<file path="src/rtl/descrambler_64b66b_rx_pkg.sv">
// Shared constants, lock FSM states and header helper
// for the 64b/66b receive descrambler and block lock.
package descrambler_64b66b_rx_pkg;

  localparam logic [1:0] SYNC_DATA = 2'b01;
  localparam logic [1:0] SYNC_CTRL = 2'b10;

  localparam int SH_CNT_MAX     = 64;
  localparam int SH_INVALID_MAX = 16;

  localparam int TAP0 = 39;
  localparam int TAP1 = 58;

  typedef enum logic [1:0] {
    RESET_CNT,
    TEST_SH,
    SLIP
  } lock_state_e;

  function automatic logic sh_valid(
    input logic [1:0] h
  );
    return (h == SYNC_DATA) ||
           (h == SYNC_CTRL);
  endfunction

endpackage

</file>
<file path="src/rtl/block_lock_64b66b.sv">
// Sync-header block lock FSM: 64-header windows, slip on bad header.
// Ports: clk, nreset, valid_i, head_i -> lock_o, slip_o (registered).
module block_lock_64b66b
  import descrambler_64b66b_rx_pkg::*;
(
  input  logic       clk,
  input  logic       nreset,
  input  logic       valid_i,
  input  logic [1:0] head_i,
  output logic       lock_o,
  output logic       slip_o
);

  lock_state_e r_state;
  lock_state_e w_state_nxt;

  logic [6:0] r_sh_cnt;
  logic [6:0] w_sh_nxt;
  logic [6:0] w_sh_inc;
  logic [4:0] r_inv_cnt;
  logic [4:0] w_inv_nxt;
  logic [4:0] w_inv_inc;
  logic       r_lock;
  logic       w_lock_nxt;
  logic       r_slip;
  logic       w_bad;
  logic       w_win_end;
  logic       w_inv_max;

  assign w_bad     = !sh_valid(head_i);
  assign w_sh_inc  = r_sh_cnt + 7'd1;
  assign w_inv_inc = r_inv_cnt +
                     {4'd0, w_bad};
  assign w_win_end =
    (w_sh_inc == 7'(SH_CNT_MAX));
  assign w_inv_max =
    (w_inv_inc == 5'(SH_INVALID_MAX));

  always_comb begin
    w_state_nxt = r_state;
    w_sh_nxt    = r_sh_cnt;
    w_inv_nxt   = r_inv_cnt;
    w_lock_nxt  = r_lock;
    unique case (r_state)
      RESET_CNT: begin
        w_sh_nxt    = '0;
        w_inv_nxt   = '0;
        w_state_nxt = TEST_SH;
      end
      TEST_SH: begin
        if (valid_i) begin
          w_sh_nxt  = w_sh_inc;
          w_inv_nxt = w_inv_inc;
          // 16th bad header beats window end
          if (w_bad && w_inv_max) begin
            w_lock_nxt  = 1'b0;
            w_state_nxt = SLIP;
          end else if (w_bad && !r_lock) begin
            w_state_nxt = SLIP;
          end else if (w_win_end) begin
            if (w_inv_inc == 5'd0)
              w_lock_nxt = 1'b1;
            w_state_nxt = RESET_CNT;
          end
        end
      end
      SLIP: begin
        w_lock_nxt  = 1'b0;
        w_state_nxt = RESET_CNT;
      end
      default: begin
        w_state_nxt = RESET_CNT;
      end
    endcase
  end

  always_ff @(posedge clk or negedge nreset) begin
    if (!nreset) begin
      r_state   <= RESET_CNT;
      r_sh_cnt  <= '0;
      r_inv_cnt <= '0;
      r_lock    <= 1'b0;
      r_slip    <= 1'b0;
    end else begin
      r_state   <= w_state_nxt;
      r_sh_cnt  <= w_sh_nxt;
      r_inv_cnt <= w_inv_nxt;
      r_lock    <= w_lock_nxt;
      // high exactly while in SLIP
      r_slip    <= (w_state_nxt == SLIP);
    end
  end

  assign lock_o = r_lock;
  assign slip_o = r_slip;

endmodule

</file>
<file path="src/rtl/descrambler_64b66b_rx.sv">
// 64b/66b receive path: x^58+x^39+1 self-sync descrambler + block lock.
// Ports: clk, nreset, valid_i/head_i/data_i in; valid_o/head_o/data_o, lock_o, slip_o out.
module descrambler_64b66b_rx
  import descrambler_64b66b_rx_pkg::*;
#(
  parameter int LEN = 64
) (
  input  logic           clk,
  input  logic           nreset,
  input  logic           valid_i,
  input  logic [1:0]     head_i,
  input  logic [LEN-1:0] data_i,
  output logic           valid_o,
  output logic [1:0]     head_o,
  output logic [LEN-1:0] data_o,
  output logic           lock_o,
  output logic           slip_o
);

  // r_s_q[k]: stream bit k+1 before data_i[0]
  logic [TAP1-1:0]     r_s_q;
  logic [TAP1-1:0]     w_s_nxt;
  logic [TAP1-1:0]     w_hist;
  logic [LEN+TAP1-1:0] w_ext;
  logic [LEN-1:0]      w_desc;

  logic           r_valid;
  logic [1:0]     r_head;
  logic [LEN-1:0] r_data;

  // w_hist is oldest-first so that w_ext
  // is the stream in wire order from
  // bit -58 up to bit LEN-1
  always_comb begin
    w_hist = '0;
    for (int k = 0; k < TAP1; k++)
      w_hist[TAP1-1-k] = r_s_q[k];
  end

  assign w_ext = {data_i, w_hist};

  // in[i-TAP0] is w_ext[i+TAP1-TAP0],
  // in[i-TAP1] is w_ext[i]
  always_comb begin
    w_desc = '0;
    for (int i = 0; i < LEN; i++)
      w_desc[i] = data_i[i] ^
                  w_ext[i+TAP1-TAP0] ^
                  w_ext[i];
  end

  always_comb begin
    w_s_nxt = '0;
    for (int k = 0; k < TAP1; k++)
      w_s_nxt[k] = data_i[LEN-1-k];
  end

  always_ff @(posedge clk or negedge nreset) begin
    if (!nreset) begin
      r_s_q   <= '1;
      r_valid <= 1'b0;
      r_head  <= 2'b00;
      r_data  <= '0;
    end else begin
      r_valid <= valid_i;
      if (valid_i) begin
        r_s_q  <= w_s_nxt;
        r_head <= head_i;
        r_data <= w_desc;
      end
    end
  end

  assign valid_o = r_valid;
  assign head_o  = r_head;
  assign data_o  = r_data;

  block_lock_64b66b u_lock (
    .clk     (clk),
    .nreset  (nreset),
    .valid_i (valid_i),
    .head_i  (head_i),
    .lock_o  (lock_o),
    .slip_o  (slip_o)
  );

endmodule
</file>
<file path="config.mk">
export PLATFORM = sky130hd
export DESIGN_NAME = descrambler_64b66b_rx
export DESIGN_NICKNAME = d
export VERILOG_FILES = /design/src/rtl/descrambler_64b66b_rx_pkg.sv /design/src/rtl/block_lock_64b66b.sv /design/src/rtl/descrambler_64b66b_rx.sv
export SDC_FILE = /design/constraint.sdc
export NUM_CORES = 1
export LEC_CHECK = 0
export ABC_CLOCK_PERIOD_IN_PS = 4990
export BUFFER_PORTS_ARGS = -buffer_cell sky130_fd_sc_hd__buf_2
export CAP_MARGIN = 20
export CORE_MARGIN = 1.5
export CORE_UTILIZATION = 35
export CTS_CLUSTER_DIAMETER = 200
export CTS_CLUSTER_SIZE = 30
export DETAILED_ROUTE_END_ITERATION = 6
export HOLD_SLACK_MARGIN = 0.06
export RECOVER_POWER = 25
export SKIP_CTS_REPAIR_TIMING = 1
export SYNTH_ARGS = -nofsm -noshare
export SYNTH_HDL_FRONTEND = slang
export SYNTH_SLANG_ARGS = --single-unit
</file>
<file path="constraint.sdc">
create_clock -name clk -period 4.99 [get_ports clk]
set_input_delay 0.7485 -clock clk [delete_from_list [all_inputs] [get_ports clk]]
set_output_delay 0.7485 -clock clk [all_outputs]
set_load 0.02 [all_outputs]
</file>
After elaboration in Yosys (flattened, before gate mapping):

Cells that the tools add are included.

* register bits after elaboration: 141
* output and inout port bits: 69
* word-level logic and storage cells: 176

* add/subtract/negate cells: 2
* equality and inequality tests: 11
* muxes and demuxes: 15
* bitwise operators: 128
* reductions and logical operators: 11

Operators by type and width (count)
* bitwise XOR 1 bit: 128
* one-hot mux 7 bit (2 select lines): 1
* one-hot mux 5 bit (2 select lines): 1
* 2-to-1 mux 2 bit: 4
* adder 7 x 1 -> 7 bit, second input constant: 1
* == test 7 bit, second input constant: 1
* 2-to-1 mux 7 bit: 1
* == test 2 bit, second input constant: 3
* != test 3 x 1 -> 1 bit, second input constant: 2
* adder 5 x 1 -> 5 bit: 1
* == test 5 bit, second input constant: 1
* logical NOT 5 bit: 1
* 2-to-1 mux 1 bit: 5
* 2-to-1 mux 5 bit: 1
* AND reduction 5 bit: 1
* == test 2 x 1 -> 1 bit, second input constant: 2
* one-hot mux 2 bit (2 select lines): 1
* nonzero test 2 bit: 2
* != test 3 x 2 -> 1 bit, second input constant: 1
* logical AND 1 bit: 2
* logical NOT 1 bit: 2
* logical NOT 2 bit: 1
* != test 2 bit, second input constant: 1
* one-hot mux 1 bit (2 select lines): 1
* other kinds (2): 2

Longest topological paths before layout:

Gate-level depths: netlist (run 1).

* word-level depth: 11
* gate-level depth with buffers: 8
* depth with buffers taken out: 8

Cells and area by module:

A second synthesis (run 1) with hierarchy kept.

* cells, all modules: 419
* area total of the unflattened synthesis: 7389.6 um2

By module, submodules not included
* descrambler_64b66b_rx: instances 1, cells each 327, area an instance 6463.7 um2, sequential area each 3200.6 um2
* block_lock_64b66b: instances 1, cells each 92, area an instance 925.9 um2, sequential area each 400.4 um2

Worst setup path after synthesis (run 1):

Ideal clock, no wire load.

* path kind: in2reg
* from: input port head_i[0]
* to: register u_lock.r_slip (netlist: u_lock.slip_o)
* library setup time: 95 ps
* arrival: 2208 ps
* required time: 4895 ps
* path slack: 2687 ps
* cell stages on the path: 8
* buffers on the path: 0
* cells stage by stage: xnor2_1 ha_1 ha_1 nand3_1 xnor2_1 nand4_1 a221o_1 o31ai_1

* cells in the longest elaborated chain, start to end: 10
* elaborated cells between the ends (all ways): 13
* those cells by class: add/sub (1); eq/ne (4); mux (4); reduce/logical (4)

RTL lines
* from (decl): line descrambler_64b66b_rx.sv:11 `input logic [1:0] head_i,`
* == test 2 x 1 -> 1 bit or == test 2 bit (tied branches): line descrambler_64b66b_rx_pkg.sv:23, descrambler_64b66b_rx_pkg.sv:24
* logical OR 1 bit (*): line descrambler_64b66b_rx_pkg.sv:23 `return (h == SYNC_DATA) ||`
* logical NOT 1 bit (*): line block_lock_64b66b.sv:30 `assign w_bad = !sh_valid(head_i);`
* adder 5 x 1 -> 5 bit: line block_lock_64b66b.sv:32 `assign w_inv_inc = r_inv_cnt +`
* == test 5 bit: line block_lock_64b66b.sv:37 `(w_inv_inc == 5'(SH_INVALID_MAX));`
* logical AND 1 bit: line block_lock_64b66b.sv:55 `if (w_bad && w_inv_max) begin`
* 2-to-1 mux 2 bit (*): line block_lock_64b66b.sv:55
* 2-to-1 mux 2 bit (*): line block_lock_64b66b.sv:51 `if (valid_i) begin`
* one-hot mux 2 bit (2 select lines) (*): line block_lock_64b66b.sv:44 `unique case (r_state)`
* == test 2 bit (*): line block_lock_64b66b.sv:90 `r_slip <= (w_state_nxt == SLIP);`
* to (signal assigned): line block_lock_64b66b.sv:90
* to (decl): line block_lock_64b66b.sv:25 `logic r_slip;`

Mark *: on every way between the ends. The rest lies on a longest branch, timed or not.
A chain may end at the register's enable or synchronous reset.

==> impl_metrics.yaml, run 1 <==
critical_path:
  r2r_start: "u_lock.r_state[1]"
  reg2reg_setup_slack_ns: 2.86
  cp_cell_sequence: "clkbuf_2 -> buf_4"
  slowest_stage: "clkbuf_2"
  slowest_delay_ns: 1.80
  crit_fanout: 103
  crit_path_end_kind: "asynchronous set/reset pin"
  crit_family: "buffers and inverters"
  timing.rr.end: "u_lock.r_sh_cnt[5]"
  arrival_ns: 3.31
  cp.required_ns: 5.50
  crit_buf_inv: 2
  critical_path_class: "input pin to asynchronous set/reset pin"
  worstRegToRegCells: 7
  cp-start-kind: "input pin"
timing:
  rsz0062_at_grt: "false"
  post-route-min-period_ns: 2.80
  finalCritPeriodShare_pct: 56.1
  final_max_slew_viol_count: 104
  fmax_mhz: 357
  clock-skew-final_ns: 0.00891
  finalHoldViolCount: 0
  max_slew_margin_pct: -72.6
  setup_viol: 0
  worstMarginPinSlew_ns: 2.59
  tns_ns: 0
synthesis:
  yosysSeqAreaShare_pct: 53.3
  yosys_warnings: 0
  syn_inst: 488
  synth-main-ff-cell: "dfrtp_1"
  synth.avg_cell_area_sq_um: 13.8
  syn-num-nets: 563
  yosys.area.top_type: "dfrtp_1"
  synth_edf_count: 0
  synth_seq_cells: 141
  post-synth-top-count-cell: "xnor2_1"
  netlist.area_leader.share_pct: 30.8
  asyncSetResetFlopFracSynth_pct: 100
  synth.area.top_cells: "dfrtp_1 (31%), dfstp_2 (23%), mux2_2 (21%)"
  syn_area_sq_um: 6750
  synth.distinct_cells: 39
  synthTopCellsByCount: "xnor2_1 (130), mux2_2 (124), dfrtp_1 (83)"
status:
  failed_checks: "capacitance limit, slew limit"
  status: "finished, violations left"
layout:
  antenna_cells: 0
  instances_no_fill: 904
  nets: 706
  area_growth_pct: 22.9
  final_layout_size_suffix_gt1_share_pct: 55.9
  fillers: 1777
min_path:
  hold_depth: 1
  worst_hold_path_type: "register to register"
  hp-start: "data_o[51]"
  hold_path_end: "data_o[51]"
route:
  met2WireLength_um: 6500
  num_vias: 4179
  highest_layer: "met4"
  drtIter0Drc: 179
  drtAntennaViolNets: 0
  wl_per_cell_um: 15.7
  met1Wirelength_um: 6590
  vias_per_cell: 4.62
  remaining_drc_errors: 0
  routed-wl-met3_um: 954
  first_pass_iters: 4
  finalWirelength_um: 14200
placed_design:
  dp.cells: 872
  io_buffers: 137
  hpwl_um: 10100
  gp_congestion: 0.832
floorplanning:
  initial_utilization_pct: 35.9
  fp.coreArea_sq_um: 18800
  ios: 138
  die_h_um: 142
  die_w_um: 142
  die_area_sq_um: 20100
  rows: 50
power_and_ir_drop:
  vdd_drop_max_uv: 241
  powerDensity_nw_per_um2: 463
  leakage_uw: 0.00342
cts:
  clock_path_buffers: 2
  htreeDepth: 4
  cts_inserted_buffers: 17
  insertion_delay_ns: 0.42
  cts.clk_slew.worst_paths_ns: 0.06
  clock_sinks: 141
  cts_tree: "built"
  clock-root-buffer: "clkbuf_16"
global_routing:
  grt_pass1_vias: 4503
  grt_overflow: 0
  grt_max_degree: 104
  grt_pass1_wl_um: 23700
  track_usage_pct: 15.2
  antenna_found_initial: 0
run:
  cap_viol_max_count: 1
==> routing by layer <==
metal	vias to the layer above	global-route usage, %
met5	-	0
met1	2095	20.0
met2	100	23.3
li1	1970	-
met3	14	5.70
met4	0	4.56
==> flip-flops by register name, summed over array words and instances, names as in the netlist <==
name and count:
data_o 64, r_s_q 58, u_lock.r_sh_cnt 7, u_lock.r_inv_cnt 5
head_o 2, u_lock.r_state 2, u_lock.lock_o 1, u_lock.slip_o 1
valid_o 1
==> metrics by stage <==
| step | utilization (%) | power, uW | hold WS [ns] | setup slack (ns) | area [sq um] |
|---|---|---|---|---|---|
| floorplan | - | 2270 | 0.453 | 2.69 | 6750 |
| global placement | 41.0 | 2600 | 0.484 | 2.24 | 7720 |
| detailed placement | 41.0 | 2630 | 0.492 | 2.14 | 7720 |
| CTS | 44.1 | 3900 | 0.488 | 2.58 | 8300 |
| global route | 44.0 | 4060 | 0.527 | 1.63 | 8290 |
| finish | 44.0 | 3840 | 0.500 | 2.19 | 8290 |
==> cells in the final DEF, fill, tap and decap left out, types with 2 or more instances in the layout <==
master and instances:
a21oi_1 3, a22o_1 4, a31oi_1 2, buf_2 135, buf_4 3, bufinv_16 2
clkbuf_1 2, clkbuf_16 17, clkbuf_8 2, clkinv_2 4, clkinvlp_4 4, dfrtp_1 83
dfstp_2 58, ha_1 6, inv_1 4, mux2_2 124, mux2i_1 2, nand2_1 8
nand2b_1 2, nand3_1 3, nand4_1 2, nor2_1 5, o21ai_0 13, o31ai_1 3
xnor2_1 130, xor2_1 3
==> area by class of cell <==
cell class              instances  area (sq um)  area share (%)
clock inverters                11           119            1.43
multi-input cells             328          3070            37.0
well taps                     260           325            3.92
inverters                       4          15.0           0.181
flip-flops and latches        141          3600            43.4
clock buffers                  21           460            5.55
repair buffers                139           703            8.48
==> worst max-delay path by stage <==
stage / start / to / slack [ns] / cells after the start
floorplan: head_i[0] / u_lock.slip_o / 2.69 / 8
CTS: valid_i / u_lock.r_sh_cnt[5] / 2.58 / 6
detailed placement: valid_i / u_lock.r_sh_cnt[5] / 2.14 / 6
finish: nreset / r_s_q[25] / 2.19 / 2
global placement: valid_i / data_o[32] / 2.24 / 3
global route: nreset / data_o[33] / 1.63 / 2
==> report_power, final <==
part	internal (uW)	total, uW	switching [uW]
sequential	1410	1570	161
clock	758	1230	475
combinational	475	1040	564
total	2640	3840	1200
==> logic make-up (layout without fill, tap and decap cells) <==
logic type / Yosys count / count (layout) / synth area share [%]
flops: 141 / 141 / 53.3
compound gates: 35 / 35 / 3.63
fa+ha+maj: 6 / 6 / 1.11
simple gates: 28 / 28 / 2.50
xor+xnor: 133 / 133 / 17.3
buf+inv: 19 / 175 / 1.19
mux: 126 / 126 / 21.0
Note: power is estimated with default switching activity, not from simulation.
==> inputs of run 2 (changes only) <==
--- a/config.mk
+++ b/config.mk
@@ -5,7 +5,7 @@
 export SDC_FILE = /design/constraint.sdc
 export NUM_CORES = 1
 export LEC_CHECK = 0
-export ABC_CLOCK_PERIOD_IN_PS = 4990
+export ABC_CLOCK_PERIOD_IN_PS = 2400
 export BUFFER_PORTS_ARGS = -buffer_cell sky130_fd_sc_hd__buf_2
 export CAP_MARGIN = 20
 export CORE_MARGIN = 1.5
==> constraint.sdc (replaced) <==
create_clock -name clk -period 2.4 [get_ports clk]
set_input_delay 0.36 -clock clk [delete_from_list [all_inputs] [get_ports clk]]
set_output_delay 0.36 -clock clk [all_outputs]
set_load 0.02 [all_outputs]
==> run 2 against run 1 <==
The flow still finishes with violations (capacitance limit, slew limit). Sequential power grew 110%. Worst setup slack got worse by 1.9 ns. Wire length rose by 2.1%. Combinational power is 110% higher. First-iteration DRC count fell by 18%. Register-to-register slack got worse by 2.5 ns. Final cell count rose by 0.33%. Critical path type is now register to register. Critical endpoint is now u_lock.slip_o.
==> impl_metrics.yaml, run 2 (same netlist as run 1, synthesis figures left out) <==
critical_path:
  cp_cell_sequence: "ha_1 -> ha_1 -> xor2_1 -> nor3_1 -> nand4_1 -> a221o_1 -> o31ai_1"
  crit_buf_inv: 0
  worstRegToRegCells: 7
  cp.required_ns: 2.72
  crit_family: "simple AND/OR/NAND/NOR gates"
  crit_path_end_kind: "register"
  reg2reg_setup_slack_ns: 0.34
  path_depth: 7
  arrival_ns: 2.38
  slowest_stage: "dfrtp_1"
  critical_path_class: "register to register"
  slowest_delay_ns: 0.38
  cp-start-kind: "register"
  timing.critical_path.mode_cell: "ha_1"
  crit_fanout: 5
global_routing:
  grt_util_met1_pct: 19.7
  grt_use_met3_pct: 5.77
  antenna_found_initial: 0
  grt_overflow: 0
  use_met2_pct: 24.1
  grt_pass1_vias: 4616
  grt_pass1_wl_um: 24000
  track_usage_pct: 15.3
  top_usage_layer: "met2"
  grt_max_degree: 142
placed_design:
  gp_congestion: 0.762
  hpwl_um: 10200
  io_buffers: 137
layout:
  fin_util_pct: 44.3
  area_growth_pct: 23.6
  final_cell_mix: "buf_2 (135), xnor2_1 (130), mux2_2 (124)"
  antenna_cells: 0
  nets: 709
  final_layout_size_suffix_gt1_share_pct: 56.1
  mostFrequentLayoutCell: "buf_2"
  fillers: 1731
  largest_reg_flops: 64
route:
  vias_per_cell: 4.64
  num_vias: 4213
  remaining_drc_errors: 0
  drtIter0Drc: 146
  finalWirelength_um: 14500
  wl_per_cell_um: 16.0
  drtAntennaViolNets: 0
  first_pass_iters: 4
timing:
  worstMarginPinSlew_ns: 1.96
  clock-skew-final_ns: 0.00405
  rsz0062_at_grt: "false"
  setup_viol: 0
  final_max_slew_viol_count: 210
  tns_ns: 0
  finalHoldViolCount: 0
  fmax_mhz: 484
  max_slew_margin_pct: -30.4
  post-route-min-period_ns: 2.06
  finalCritPeriodShare_pct: 86.0
run:
  cap_viol_max_count: 2
cts:
  clock_sinks: 141
  cts_inserted_buffers: 17
  cts_tree: "built"
  clock_path_buffers: 2
  htreeDepth: 4
  insertion_delay_ns: 0.41
  cts.clk_slew.worst_paths_ns: 0.06
  clock-root-buffer: "clkbuf_16"
power_and_ir_drop:
  vdd_drop_max_uv: 483
  leakage_uw: 0.00344
  powerDensity_nw_per_um2: 973
floorplanning:
  ios: 138
  initial_utilization_pct: 35.9
  die_w_um: 142
  rows: 50
  die_h_um: 142
  die_area_sq_um: 20100
  fp.coreArea_sq_um: 18800
status:
  status: "finished, violations left"
  failed_checks: "capacitance limit, slew limit"
min_path:
  worst_hold_path_type: "input pin to register"
  hold_depth: 2
-- run 2: worst paths after layout --
kind / startpoint / endpoint
setup / recovery: u_lock.r_inv_cnt[0] / u_lock.slip_o
hold / removal: data_i[33] / r_s_q[30]
setup reg to reg: u_lock.r_inv_cnt[0] / u_lock.slip_o
hold reg to reg: data_o[48] / data_o[48]
max in group asynchronous: nreset / data_o[25]
min in group asynchronous: nreset / data_o[36]
-- run 2: per-stage QoR --
step / hold slack [ns] / total power (uW) / cell area (sq um) / setup slack (ns) / instances
2_1_floorplan: 0.0644 / 4730 / 6750 / 0.485 / 488
3_3_place_gp: 0.484 / 5420 / 7780 / 0.172 / 875
3_5_place_dp: 0.491 / 5520 / 7780 / 0.0415 / 875
4_1_cts: 0.0808 / 8250 / 8370 / 0.371 / 907
5_1_grt: 0.191 / 8580 / 8350 / 0.195 / 907
6_report: 0.206 / 8120 / 8350 / 0.336 / 907
-- run 2: report_power, final --
group | total, uW | internal, uW | switching (uW)
registers | 3250 | 2920 | 329
logic | 2220 | 1020 | 1200
clock network | 2650 | 1650 | 1000
total | 8120 | 5590 | 2530
-- run 2: layout make-up --
type	instances	area [sq um]	share of cell area [%]
multi-input cells	328	3070	36.8
inverters	4	15.0	0.180
repair buffers	142	742	8.89
clock inverters	12	145	1.74
well taps	260	325	3.90
flip-flops and latches	141	3600	43.1
clock buffers	20	447	5.35
-- run 2: metal layers --
layer / vias to the layer above / part of all wire [%] / wire length, um
met5: - / 0 / 0
met1: 2116 / 46 / 6700
met4: 0 / 0.95 / 138
li1: 1973 / - / -
met2: 113 / 47 / 6810
met3: 11 / 5.9 / 850
